File: config.mk
export PLATFORM = sky130hd
export DESIGN_NAME = vga_timing_gen
export DESIGN_NICKNAME = d
export VERILOG_FILES = /design/src/rtl/vga_timing_gen.sv
export SDC_FILE = /design/constraint.sdc
export NUM_CORES = 1
export LEC_CHECK = 0
export ABC_CLOCK_PERIOD_IN_PS = 5900
export BUFFER_PORTS_ARGS = -buffer_cell sky130_fd_sc_hd__buf_2
export CORE_AREA = 5 5 64 66
export DETAILED_ROUTE_END_ITERATION = 10
export DIE_AREA = 0 0 69 71
export PLACE_DENSITY_LB_ADDON = 0.05
export SLEW_MARGIN = 20
export SYNTH_ARGS = -nofsm -noshare
export SYNTH_HDL_FRONTEND = slang
export SYNTH_SLANG_ARGS = --single-unit
File: constraint.sdc
create_clock -name pixel_clk -period 5.9 [get_ports pixel_clk]
set_input_delay 1.18 -clock pixel_clk [delete_from_list [all_inputs] [get_ports pixel_clk]]
set_output_delay 1.18 -clock pixel_clk [all_outputs]
set_load 0.05 [all_outputs]
File: src/rtl/vga_timing_gen.sv
// Parametrised raster timing generator: pixel/line counters, DELAY-stage sync/blank pipeline.
// The optional frame counter is built only when VTG_FRAME_CNT_EN is defined.
module vga_timing_gen #(
  parameter int   H_ACTIVE = 640,
  parameter int   H_FP     = 16,
  parameter int   H_SYNC   = 96,
  parameter int   H_BP     = 48,
  parameter int   V_ACTIVE = 480,
  parameter int   V_FP     = 10,
  parameter int   V_SYNC   = 2,
  parameter int   V_BP     = 33,
  parameter logic HS_POL   = 1'b0,
  parameter logic VS_POL   = 1'b0,
  parameter int   XY_W     = 10,
  parameter int   DELAY    = 1,
  parameter int   FRAME_W  = 16
) (
  input  logic               pixel_clk,
  input  logic               reset,
  output logic [XY_W-1:0]    drawX,
  output logic [XY_W-1:0]    drawY,
  output logic               hs,
  output logic               vs,
  output logic               active_nblank,
  output logic               sof,
  output logic               eol,
  output logic [FRAME_W-1:0] frame_cnt
);

  localparam int H_TOTAL = H_ACTIVE + H_FP + H_SYNC + H_BP;
  localparam int V_TOTAL = V_ACTIVE + V_FP + V_SYNC + V_BP;
  localparam int unsigned DEPTH = DELAY;

  localparam logic [XY_W-1:0] H_LAST   = XY_W'(H_TOTAL - 1);
  localparam logic [XY_W-1:0] V_LAST   = XY_W'(V_TOTAL - 1);
  localparam logic [XY_W-1:0] HS_START = XY_W'(H_ACTIVE + H_FP);
  localparam logic [XY_W-1:0] HS_END   = XY_W'(H_ACTIVE + H_FP + H_SYNC);
  localparam logic [XY_W-1:0] VS_START = XY_W'(V_ACTIVE + V_FP);
  localparam logic [XY_W-1:0] VS_END   = XY_W'(V_ACTIVE + V_FP + V_SYNC);
  localparam logic [XY_W-1:0] H_VIS    = XY_W'(H_ACTIVE);
  localparam logic [XY_W-1:0] V_VIS    = XY_W'(V_ACTIVE);

  if (DELAY < 1 || DELAY > 8) begin : g_bad_delay
    $error("vga_timing_gen: DELAY must be in 1..8");
  end
  if ((H_TOTAL - 1) >= (1 << XY_W) || (V_TOTAL - 1) >= (1 << XY_W)) begin : g_bad_xy_w
    $error("vga_timing_gen: XY_W too narrow for H_TOTAL/V_TOTAL");
  end

  logic [XY_W-1:0] hc;
  logic [XY_W-1:0] vc;
  logic            h_wrap;
  logic            v_wrap;
  logic [2:0]      dec;
  logic [2:0]      pipe [DEPTH];

  always_comb begin
    h_wrap = (hc == H_LAST);
    v_wrap = (vc == V_LAST);
  end

  always_ff @(posedge pixel_clk or posedge reset) begin
    if (reset) begin
      hc <= '0;
      vc <= '0;
    end else if (h_wrap) begin
      hc <= '0;
      vc <= v_wrap ? '0 : vc + XY_W'(1);
    end else begin
      hc <= hc + XY_W'(1);
    end
  end

  // dec = {hs_d, vs_d, de_d}; pipeline stores true-when-active, polarity applied at the output
  always_comb begin
    dec    = '0;
    dec[2] = (hc >= HS_START) && (hc < HS_END);
    dec[1] = (vc >= VS_START) && (vc < VS_END);
    dec[0] = (hc < H_VIS) && (vc < V_VIS);
  end

  always_ff @(posedge pixel_clk or posedge reset) begin
    if (reset) begin
      for (int unsigned i = 0; i < DEPTH; i++) pipe[i] <= '0;
    end else begin
      pipe[0] <= dec;
      for (int unsigned i = 1; i < DEPTH; i++) pipe[i] <= pipe[i-1];
    end
  end

  assign drawX         = hc;
  assign drawY         = vc;
  assign hs            = ~(pipe[DEPTH-1][2] ^ HS_POL);
  assign vs            = ~(pipe[DEPTH-1][1] ^ VS_POL);
  assign active_nblank = pipe[DEPTH-1][0];
  assign sof           = (hc == '0) && (vc == '0);
  assign eol           = h_wrap;

`ifdef VTG_FRAME_CNT_EN
  always_ff @(posedge pixel_clk or posedge reset) begin
    if (reset)                frame_cnt <= '0;
    else if (h_wrap && v_wrap) frame_cnt <= frame_cnt + FRAME_W'(1);
  end
`else
  assign frame_cnt = '0;
`endif

endmodule

Word level (Yosys, flattened, before mapping)
Index checks and enable logic that the tools add are counted.

Memories kept: 0. ROM bits: 0. Bits in registers: 23. Output and inout bits: 41. Bits in writable memories: 0. Word-level logic and storage cells: 23. Latch bits: 0.

Multiply operators: 0. Bitwise operators: 2. Add/subtract/negate cells: 2. Multiplexer cells: 2. Eq/ne operators: 2. Shift-type cells: 0. Div/mod/pow operators: 0. Magnitude comparators: 6. Reduce and logical (&&, ||, !) cells: 6.

Operators with widths (count): $add 10x1->10 const B (2); $eq 10x10->1 const B (2); $logic_not 10->1 (2); $lt 10x10->1 const B (2); $lt 10x9->1 const B (2); $mux 10 (2); $ge 10x10->1 const B (1); $ge 10x9->1 const B (1); $logic_and 1x1->1 (4); $not 1->1 (2).

Logic depth before layout (Yosys ltp)
Gate-level depths: netlist of the first run.

Word-level depth: 2. Gate-level depth with buffers: 8.

Worst setup path before layout of the first run
Ideal clock, no wire load.

Path type: register to output. From: register vc[0], in the netlist drawY[0]. To: output sof. Cell stages (with the launch flop): 6. Arrival time: 2699 ps. Setup slack: 2021 ps. Required time: 4720 ps. Cell sequence: dfrtp_1 > inv_1 > ha_1 > nor2b_1 > nand4_1 > nor4_1.

Longest elaborated chain between the ends: 2.

Ends and longest elaborated chain: from (decl) (RTL line 51) `logic [XY_W-1:0] vc;`; from (signal assigned) (RTL line 68) `vc <= v_wrap ? '0 : vc + XY_W'(1);`; $logic_not 10->1 (RTL line 96) `assign sof = (hc == '0) && (vc == '0);`; $logic_and 1x1->1 (RTL line 96); to (decl) (RTL line 25) `output logic sof,`.

No other way between the ends.

Worst setup path after layout of the first run
From: register hc[0], in the netlist drawX[0]. To: output eol.

Longest elaborated chain between the ends: 1.

Ends and longest elaborated chain: from (decl) (RTL line 50) `logic [XY_W-1:0] hc;`; from (signal assigned) (RTL line 70) `hc <= hc + XY_W'(1);`; $eq 10x10->1 (RTL line 58) `h_wrap = (hc == H_LAST);`; to (decl) (RTL line 26) `output logic eol,`.

No other way between the ends.

==> results of run 1 <==
per-stage QoR:
step	hold slack [ns]	total power [mW]	area, sq um	cells
6_report	0.517	0.260	1430	211
5_1_grt	0.537	0.271	1430	211
3_3_place_gp	0.507	0.186	1400	207
4_1_cts	0.529	0.262	1430	211
2_1_floorplan	0.779	0.193	1360	152
3_5_place_dp	0.511	0.186	1400	207
cell families (layout without fill, tap and decap cells):
kind of cell	after synthesis	after routing
other	1	16
buffers and inverters	29	40
flip-flops	23	23
multiplexers	1	1
adder cells (fa/ha/maj)	5	5
AO/OA/AOI/OAI	11	11
AND/OR/NAND/NOR	56	56
XOR/XNOR	11	11
path summary, 6_finish.rpt:
path	from	slack (ns)	to
min reg2reg	drawY[7]	0.52	drawY[7]
min in group asynchronous	reset	1.02	drawX[8]
max reg2reg	drawX[0]	3.75	drawY[9]
max in group asynchronous	reset	4.35	drawX[0]
min	drawY[7]	0.52	drawY[7]
max	drawX[0]	2.45	eol
registers in the layout (all words and copies together), names as in the netlist:
signal and cells:
pipe 3, drawX 10, drawY 10
power breakdown:
| group | switching [mW] | internal (mW) | total (mW) |
|---|---|---|---|
| registers | 0 | 0.158 | 0.158 |
| logic | 0.0254 | 0.000269 | 0.0256 |
| clock network | 0.0505 | 0.0265 | 0.0770 |
| total | 0.0759 | 0.184 | 0.260 |
metal layers:
| metal | global-route usage | wire length, um | share of wire | up-vias |
|---|---|---|---|---|
| met5 | 0 | 0 | 0 | - |
| met4 | 0.0325 | 29 | 0.011 | 0 |
| met3 | 0.0270 | 146 | 0.054 | 4 |
| met2 | 0.161 | 1180 | 0.44 | 23 |
| met1 | 0.157 | 1330 | 0.50 | 450 |
| li1 | - | - | - | 492 |
critical path, delay by kind of cell, from the launching register on:
family | cells | cell delay, ns
AND/OR/NAND/NOR | 2 | 0.72
flip-flops | 1 | 0.45
adder cells (fa/ha/maj) | 1 | 0.23
buffers and inverters | 2 | 0.55
cells in the final DEF (no fill, tap or decap):
| cell type | count |
|---|---|
| a21o_1 | 1 |
| a21oi_1 | 2 |
| a31oi_1 | 2 |
| and2_2 | 1 |
| and3_1 | 3 |
| and3_2 | 2 |
| and3b_1 | 1 |
| buf_2 | 26 |
| clkbuf_1 | 1 |
| clkbuf_4 | 3 |
| conb_1 | 16 |
| dfrtp_1 | 23 |
| ha_1 | 5 |
| inv_1 | 9 |
| inv_2 | 1 |
| mux2_2 | 1 |
| nand2_1 | 6 |
| nand2b_1 | 3 |
| nand3_1 | 11 |
| nand4_1 | 5 |
| nor2_1 | 9 |
| nor2b_1 | 1 |
| nor3_1 | 3 |
| nor4_1 | 6 |
| nor4b_1 | 1 |
| o21ai_0 | 5 |
| o31ai_1 | 1 |
| or3_1 | 2 |
| or3_2 | 1 |
| or4_1 | 1 |
| xnor2_1 | 5 |
| xor2_1 | 6 |
area by class of cell:
cell class,count,area [sq um]
clock buffer,4,26.3
fill,389,2090
inverter,10,37.5
multi-input combinational,100,599
sequential,23,576
tap,48,60.1
timing repair buffer,26,130
==> impl.org, run 1 <==
** Synthesis
- After synthesis, the largest family of logic cells by area is simple AND/OR/NAND/NOR gates.
- Among all flip-flop cells after synthesis, the most frequent one is dfrtp_1.
- Of the total synthesized cell area, the portion taken by AND, OR, NAND and NOR gates is 0.235.
- By area the synthesized netlist is led by dfrtp_1 (44%), buf_4 (9.2%), ha_1 (4.8%).
- After synthesis, the share of flip-flops with an asynchronous set or reset is 1.00.
- After technology mapping, the gate count stands at 137.
- Top cell types by occurrence after synthesis :: dfrtp_1 (23), buf_4 (16), nand3_1 (11), inv_1 (9), nor2_1 (9)
- Proportion of synthesized area in mux cells :: 0.00864
- In the post-synthesis netlist, the cell with the most instances is dfrtp_1.
- In this run, distinct cell masters in the synthesized netlist total 32.
- Number of enable flip-flop cells after synthesis :: 0
- The fraction of the mapped netlist area in compound gates is 0.0480.
- Post-synthesis sequential element count :: 23
- Cell area after synthesis :: 1300 sq um
- Post-synthesis xor/xnor area fraction :: 0.0739
- Average size of a mapped cell :: 9.52 sq um
- Cell type contributing the most total cell area after synthesis :: dfrtp_1
- Share of the synthesized area in the top cell type :: 0.441
- Ys Warns :: 0
- Of the total synthesized cell area, the portion taken by full adders, half adders and majority gates is 0.0480.
- Register area share after synthesis :: 0.441

** Worst setup path
- Standard cell with the maximum stage delay on the critical path :: or3_1
- On the worst path, the slowest cell contributes a delay of 0.55 ns.
- Kind of start point of the critical path :: flop
- Kind of critical path :: flop to output pin
- At the worst endpoint, the required time is 4.72 ns.
- Number of cell instances on the worst register-to-register path :: 5
- Along the worst path, the maximum fanout reaches 14.
- The signal on the critical path passes through ha_1 -> nand4_1 -> or3_1 -> inv_2 -> buf_2.
- STA classifies the critical path endpoint as an output pin.
- At the worst endpoint, the arrival time is 2.27 ns.

** Clock tree
- Once the clock tree was built, the setup fixing pass inserted 0 buffers.
- Clock tree from TritonCTS :: yes
- In this run the deepest clock path goes through 2 buffers.
- TritonCTS buffer count :: 3
- Number of instances resized during post-cts repair :: 0
- CTS built an H-tree with a depth of 1.
- CTS placed an instance of clkbuf_4 at the clock tree root.
- Buffers inserted to repair hold after CTS numbered 0.
- Total number of clock tree sinks :: 23
- Clock-pin slew was measured on the worst setup and hold paths at 0.13 ns.
- The later pin in the worst-skew pair is clocked with a latency of 0.32 ns.

** GRT
- Number of antenna violations at the first check in global routing :: 0
- For this run, the total global-route usage over all layers was measured as 0.109.
- Maximum number of pins on one net before global-route repair :: 24
- Remaining global-route overflow :: 0
- The first global-routing pass estimated 4400 um of wire.
- Vias in the first global route :: 898

** Pwr
- The analysis attributes to cell leakage a power of 0.739 nW.
- Worst voltage drop across the vdd grid :: 0.0865 mV
- P per Cell Area :: 182 nW/um^2

** Finish
- Share of final-layout standard cells stronger than drive strength 1 :: 0.215
- 0 antenna diodes ended up in the layout.
- Number of nets at the end of the flow :: 171
- The area growth from synthesis to layout is 9.60%.
- Fin util :: 0.406

** Route
- In the final routed layout, each cell accounts on average for 12.7 um.
- Number of design-rule violations left by the first detailed-router iteration :: 18
- Total iterations of the first detailed-routing run :: 4
- After detailed routing, the total wire length is 2680 um.
- Via count :: 969
- ANT nets after route :: 0
- DRC violations left :: 0
- Via density per instance :: 4.59

** Floorplanning
- The initial utilization of the core area, before any placement, comes to 0.370.
- Die Ht :: 71 um
- Die area :: 4900 sq um
- The total area inside the core boundary comes to 3520 sq um.
- Ports :: 43
- Chip Width :: 69 um
- The floorplan has 22 rows.

** Placement
- Worst-case setup slack after placement :: 2.79 ns
- During placement, the flow inserted port buffers numbering 26.
- Summed over all nets, the half-perimeter wirelength after detailed placement is 2040 um.
- Routability congestion estimate :: 0.783

** Timing
- Accumulated negative setup slack :: 0 ns
- Counting I/O delays and the setup requirement, the final critical path takes 3.45 ns.
- Headroom to the max-slew limit came out at 0.419.
- Achievable clock frequency :: 0.290 GHz
- Fin. max-slew vios :: 0
- Setup repair after global routing left no endpoint under its margin.
- Clock Skews :: 0.00547 ns
- Setup violations remaining at the end of the flow were counted as 0.
- Slack of the critical path :: 2.45 ns
- Of the available clock period, the critical path in the final layout requires 0.584.
- The number of hold-slack violations in the final timing report is 0.
- For the pin with the worst max-slew slack, the measured transition is 0.871 ns.

** Hold path
- Counting instances, the worst hold path has a depth of 1.
- In this run the worst hold path is classified as flop to flop.

** Status
- Run status :: completed

** Job
- Max-cap violations in this run came to 0.
Note: power is estimated with default switching activity, not from simulation.
==> inputs of run 2 (changes only) <==
--- a/config.mk
+++ b/config.mk
@@ -5,11 +5,12 @@
 export SDC_FILE = /design/constraint.sdc
 export NUM_CORES = 1
 export LEC_CHECK = 0
-export ABC_CLOCK_PERIOD_IN_PS = 5900
+export ABC_AREA = 1
+export ABC_CLOCK_PERIOD_IN_PS = 3470
 export BUFFER_PORTS_ARGS = -buffer_cell sky130_fd_sc_hd__buf_2
-export CORE_AREA = 5 5 64 66
+export CORE_AREA = 5 5 67 69
 export DETAILED_ROUTE_END_ITERATION = 10
-export DIE_AREA = 0 0 69 71
+export DIE_AREA = 0 0 72 74
 export PLACE_DENSITY_LB_ADDON = 0.05
 export SLEW_MARGIN = 20
 export SYNTH_ARGS = -nofsm -noshare
==> constraint.sdc (replaced) <==
create_clock -name pixel_clk -period 3.47 [get_ports pixel_clk]
set_input_delay 0.694 -clock pixel_clk [delete_from_list [all_inputs] [get_ports pixel_clk]]
set_output_delay 0.694 -clock pixel_clk [all_outputs]
set_load 0.05 [all_outputs]
==> impl.org, run 2 <==
** Finish
- Fin util :: 0.426 (was 0.406)
- Number of nets at the end of the flow :: 230 (was 171)
- Leading cell type in the layout, fill and taps excluded :: nor2_1 (was buf_2)
- Commonest cells after routing, fill and taps aside: nor2_1 (32), inv_1 (31), nand2_1 (31) (was buf_2 (26), dfrtp_1 (23), conb_1 (16)).
- Share of final-layout standard cells stronger than drive strength 1 :: 0.180 (was 0.215)
- The number of antenna diodes is 0 (unchanged).
- The synthesis-to-finish area growth is 11.0% (was 9.60%).

** Pwr
- The internal cell power came to 350 uW (was 184 uW).
- The worst vdd rail ir drop is 0.109 mV (was 0.0865 mV).
- The reported leakage power was 0.882 nW (was 0.739 nW).
- The total power of the final layout came to 478 uW (was 260 uW).
- The power density over the cells was 291 nW/um^2 (was 182 nW/um^2).
- Net load switching power :: 128 uW (was 75.9 uW)
- The register share of total power is 0.560 (was 0.606).
- Share of total power in combinational logic :: 0.092 (was 0.099)
- The switching share of total power was 0.268 (was 0.292).
- Clock network power share :: 0.349 (was 0.296)

** Worst setup path
- The arrival time of the worst setup path is 1.80 ns (was 2.27 ns).
- Required time of the critical path :: 2.78 ns (was 4.72 ns)
- Kind of critical path :: flop to output pin (unchanged)
- Kind of start point of the critical path :: flop (unchanged)
- The critical path endpoint category is an output pin (unchanged).
- Crit path max fanout :: 5 (was 14)

** Synthesis
- The prevailing post-synth register cell was dfrtp_1 (unchanged).
- The post-synth design cell area came to 1480 sq um (was 1300 sq um).
- Register area share after synthesis :: 0.389 (was 0.441)
- Cell types with the largest area share after synthesis: dfrtp_1 (39%), buf_4 (8.1%), nor2_1 (8.1%) (was dfrtp_1 (44%), buf_4 (9.2%), ha_1 (4.8%)).
- The distinct cell type count of the synthesized netlist was 24 (was 32).
- Cell type contributing the most total cell area after synthesis :: dfrtp_1 (unchanged)
- The gate count of the mapped netlist is 194 (was 137).
- Average size of a mapped cell :: 7.64 sq um (was 9.52 sq um)
- Fraction of synthesis flops using an asynchronous set or reset pin :: 1.00 (unchanged)
- Share of the synthesized area in the top cell type :: 0.389 (was 0.441)
- Ys Warns :: 0 (unchanged)
- Post-synthesis sequential element count :: 23 (unchanged)
- The library cell with the highest instance count after synthesis is nor2_1 (was dfrtp_1).
- Top cell types by occurrence after synthesis: nor2_1 (32), inv_1 (31), nand2_1 (31), dfrtp_1 (23), buf_4 (16) (was dfrtp_1 (23), buf_4 (16), nand3_1 (11), inv_1 (9), nor2_1 (9)).
- Number of enable flip-flop cells after synthesis :: 0 (unchanged)

** Placement
- DP HPWL :: 2560 um (was 2040 um)
- The number of port buffers was 26 (unchanged).
- The final weighted congestion in routability-driven placement was 0.823 (was 0.783).
- Worst-case setup slack after placement :: 1.28 ns (was 2.79 ns)

** Timing
- The normalized max-slew margin came to 0.399 (was 0.419).
- The setup total negative slack is 0 ns (unchanged).
- The final number of setup-violating endpoints is 0 (unchanged).
- Slack of the critical path :: 0.976 ns (was 2.45 ns)
- Clock Skews :: 0.00321 ns (was 0.00547 ns)
- Fin. max-slew vios :: 0 (unchanged)
- Final period utilization :: 0.719
- Time the final worst path needs with I/O delays and setup :: 2.49 ns
- Hold violation total from the final report :: 0 (unchanged)
- The actual transition at the worst max-transition pin came to 0.900 ns (was 0.871 ns).
- Worst hold-check slack :: 0.509 ns (was 0.517 ns)
- RSZ-0062 raised after global routing: false (unchanged).
- Timing would allow up to 0.401 GHz.

** Clock tree
- Number of hold buffers added after cts :: 0 (unchanged)
- The TritonCTS clock tree is yes (unchanged).
- TritonCTS buffer count :: 3 (unchanged)
- Worst-case clock buffer depth :: 2 (unchanged)
- Number of buffers added for setup after CTS :: 0 (unchanged)
- The root buffer cell is clkbuf_8 (was clkbuf_4).
- Clock H-tree levels :: 1 (unchanged)
- Clk pin slew, worst setup/hold paths :: 0.08 ns (was 0.13 ns)
- The total of cells resized after clock tree synthesis is 0 (unchanged).
- The number of clock sinks seen by CTS is 23 (unchanged).
- Latest clock arrival within the worst-skew pair :: 0.26 ns (was 0.32 ns)

** GRT
- Total routing resource utilization after global routing :: 0.136 (was 0.109)
- Remaining global-route overflow :: 0 (unchanged)
- The via count of the first global-routing pass came to 1239 (was 898).
- The global-route wire length before repair was 5580 um (was 4400 um).
- Maximum number of pins on one net before global-route repair :: 24 (unchanged)
- The initial antenna violation count came to 0 (unchanged).

** Floorplanning
- The area of the die came to 5330 sq um (was 4900 sq um).
- The area of the core region is 3860 sq um (was 3520 sq um).
- Die Ht :: 74 um (was 71 um)
- The number of placement rows is 23 (was 22).
- Ports :: 43 (unchanged)
- The die boundary width was 72 um (was 69 um).
- Initial standard-cell utilization of the core :: 0.384 (was 0.370)

** Route
- The first-pass iteration count of the detailed router is 4 (unchanged).
- The post-detailed-route via-to-cell ratio came to 4.65 (was 4.59).
- The count of vias placed by the detailed router was 1266 (was 969).
- Average wire length per cell after detail routing :: 11.9 um (was 12.7 um)
- The total detailed-routing wirelength is 3250 um (was 2680 um).
- The post-route antenna net violation count is 0 (unchanged).
- The count of routing violations after the opening detailed-route iteration is 73 (was 18).
- The number of remaining DRC errors came to 0 (unchanged).

** Status
- Run status: completed (unchanged).

** Hold path
- Type of the worst min-delay path :: flop to flop (unchanged)

** Job
- Max-capacitance violation count :: 0 (unchanged)
run 2: final cells by class:
type | instances | area (sq um)
Fill cell | 442 | 2210
Multi-Input combinational cell | 137 | 709
Sequential cell | 23 | 576
Timing Repair Buffer | 26 | 130
Inverter | 32 | 121
Tap cell | 50 | 62.6
Clock buffer | 4 | 45.0
run 2: metrics by stage:
step                      std cells  instance area (sq um)
final                           272                   1640
after global routing            272                   1640
after CTS                       272                   1640
after detailed placement        268                   1600
after global placement          268                   1600
after floorplan                 209                   1540
run 2: per-layer routing:
metal  global-route usage  up-vias  part of all wire
li1                     -      629                 -
met1                0.160      591              0.42
met2                0.247       41              0.50
met3               0.0243        5             0.059
met4               0.0501        0             0.015
met5                    0        -                 0
run 2: worst paths after layout:
path	start	to	slack, ns	cells after the start
worst min register to register	drawX[0]	drawX[0]	0.51	1
worst max register to register	drawX[0]	drawY[6]	1.97	6
worst max-delay path	drawY[0]	sof	0.98	5
min in group asynchronous	reset	drawX[2]	0.61	2
max in group asynchronous	reset	drawY[9]	2.31	2
worst min-delay path	drawX[0]	drawX[0]	0.51	1
run 2: power groups by stage:
stage          Clock, mW  Combinational (mW)  Sequential, mW
2_1_floorplan          0              0.0556           0.273
3_3_place_gp           0              0.0436           0.273
3_5_place_dp           0              0.0439           0.273
4_1_cts            0.179              0.0439           0.268
5_1_grt            0.194              0.0464           0.268
6_report           0.167              0.0438           0.268
run 2: cells by family (layout without fill, tap and decap cells):
kind of cell / after synthesis / in the layout / synth area share
AO/OA/AOI/OAI: 10 / 10 / 0.0422
buffers and inverters: 49 / 62 / 0.171
XOR/XNOR: 8 / 8 / 0.0473
adder cells (fa/ha/maj): 5 / 5 / 0.0422
flip-flops: 23 / 23 / 0.389
other: 1 / 16 / 0.00253
AND/OR/NAND/NOR: 98 / 98 / 0.307
run 2: worst max-delay path, cell delays in order, from the launching register on:
cell and delay, ns:
dfrtp_1 0.41, inv_1 0.14, ha_1 0.22, nand3_1 0.08
nor4_1 0.35, buf_2 0.33
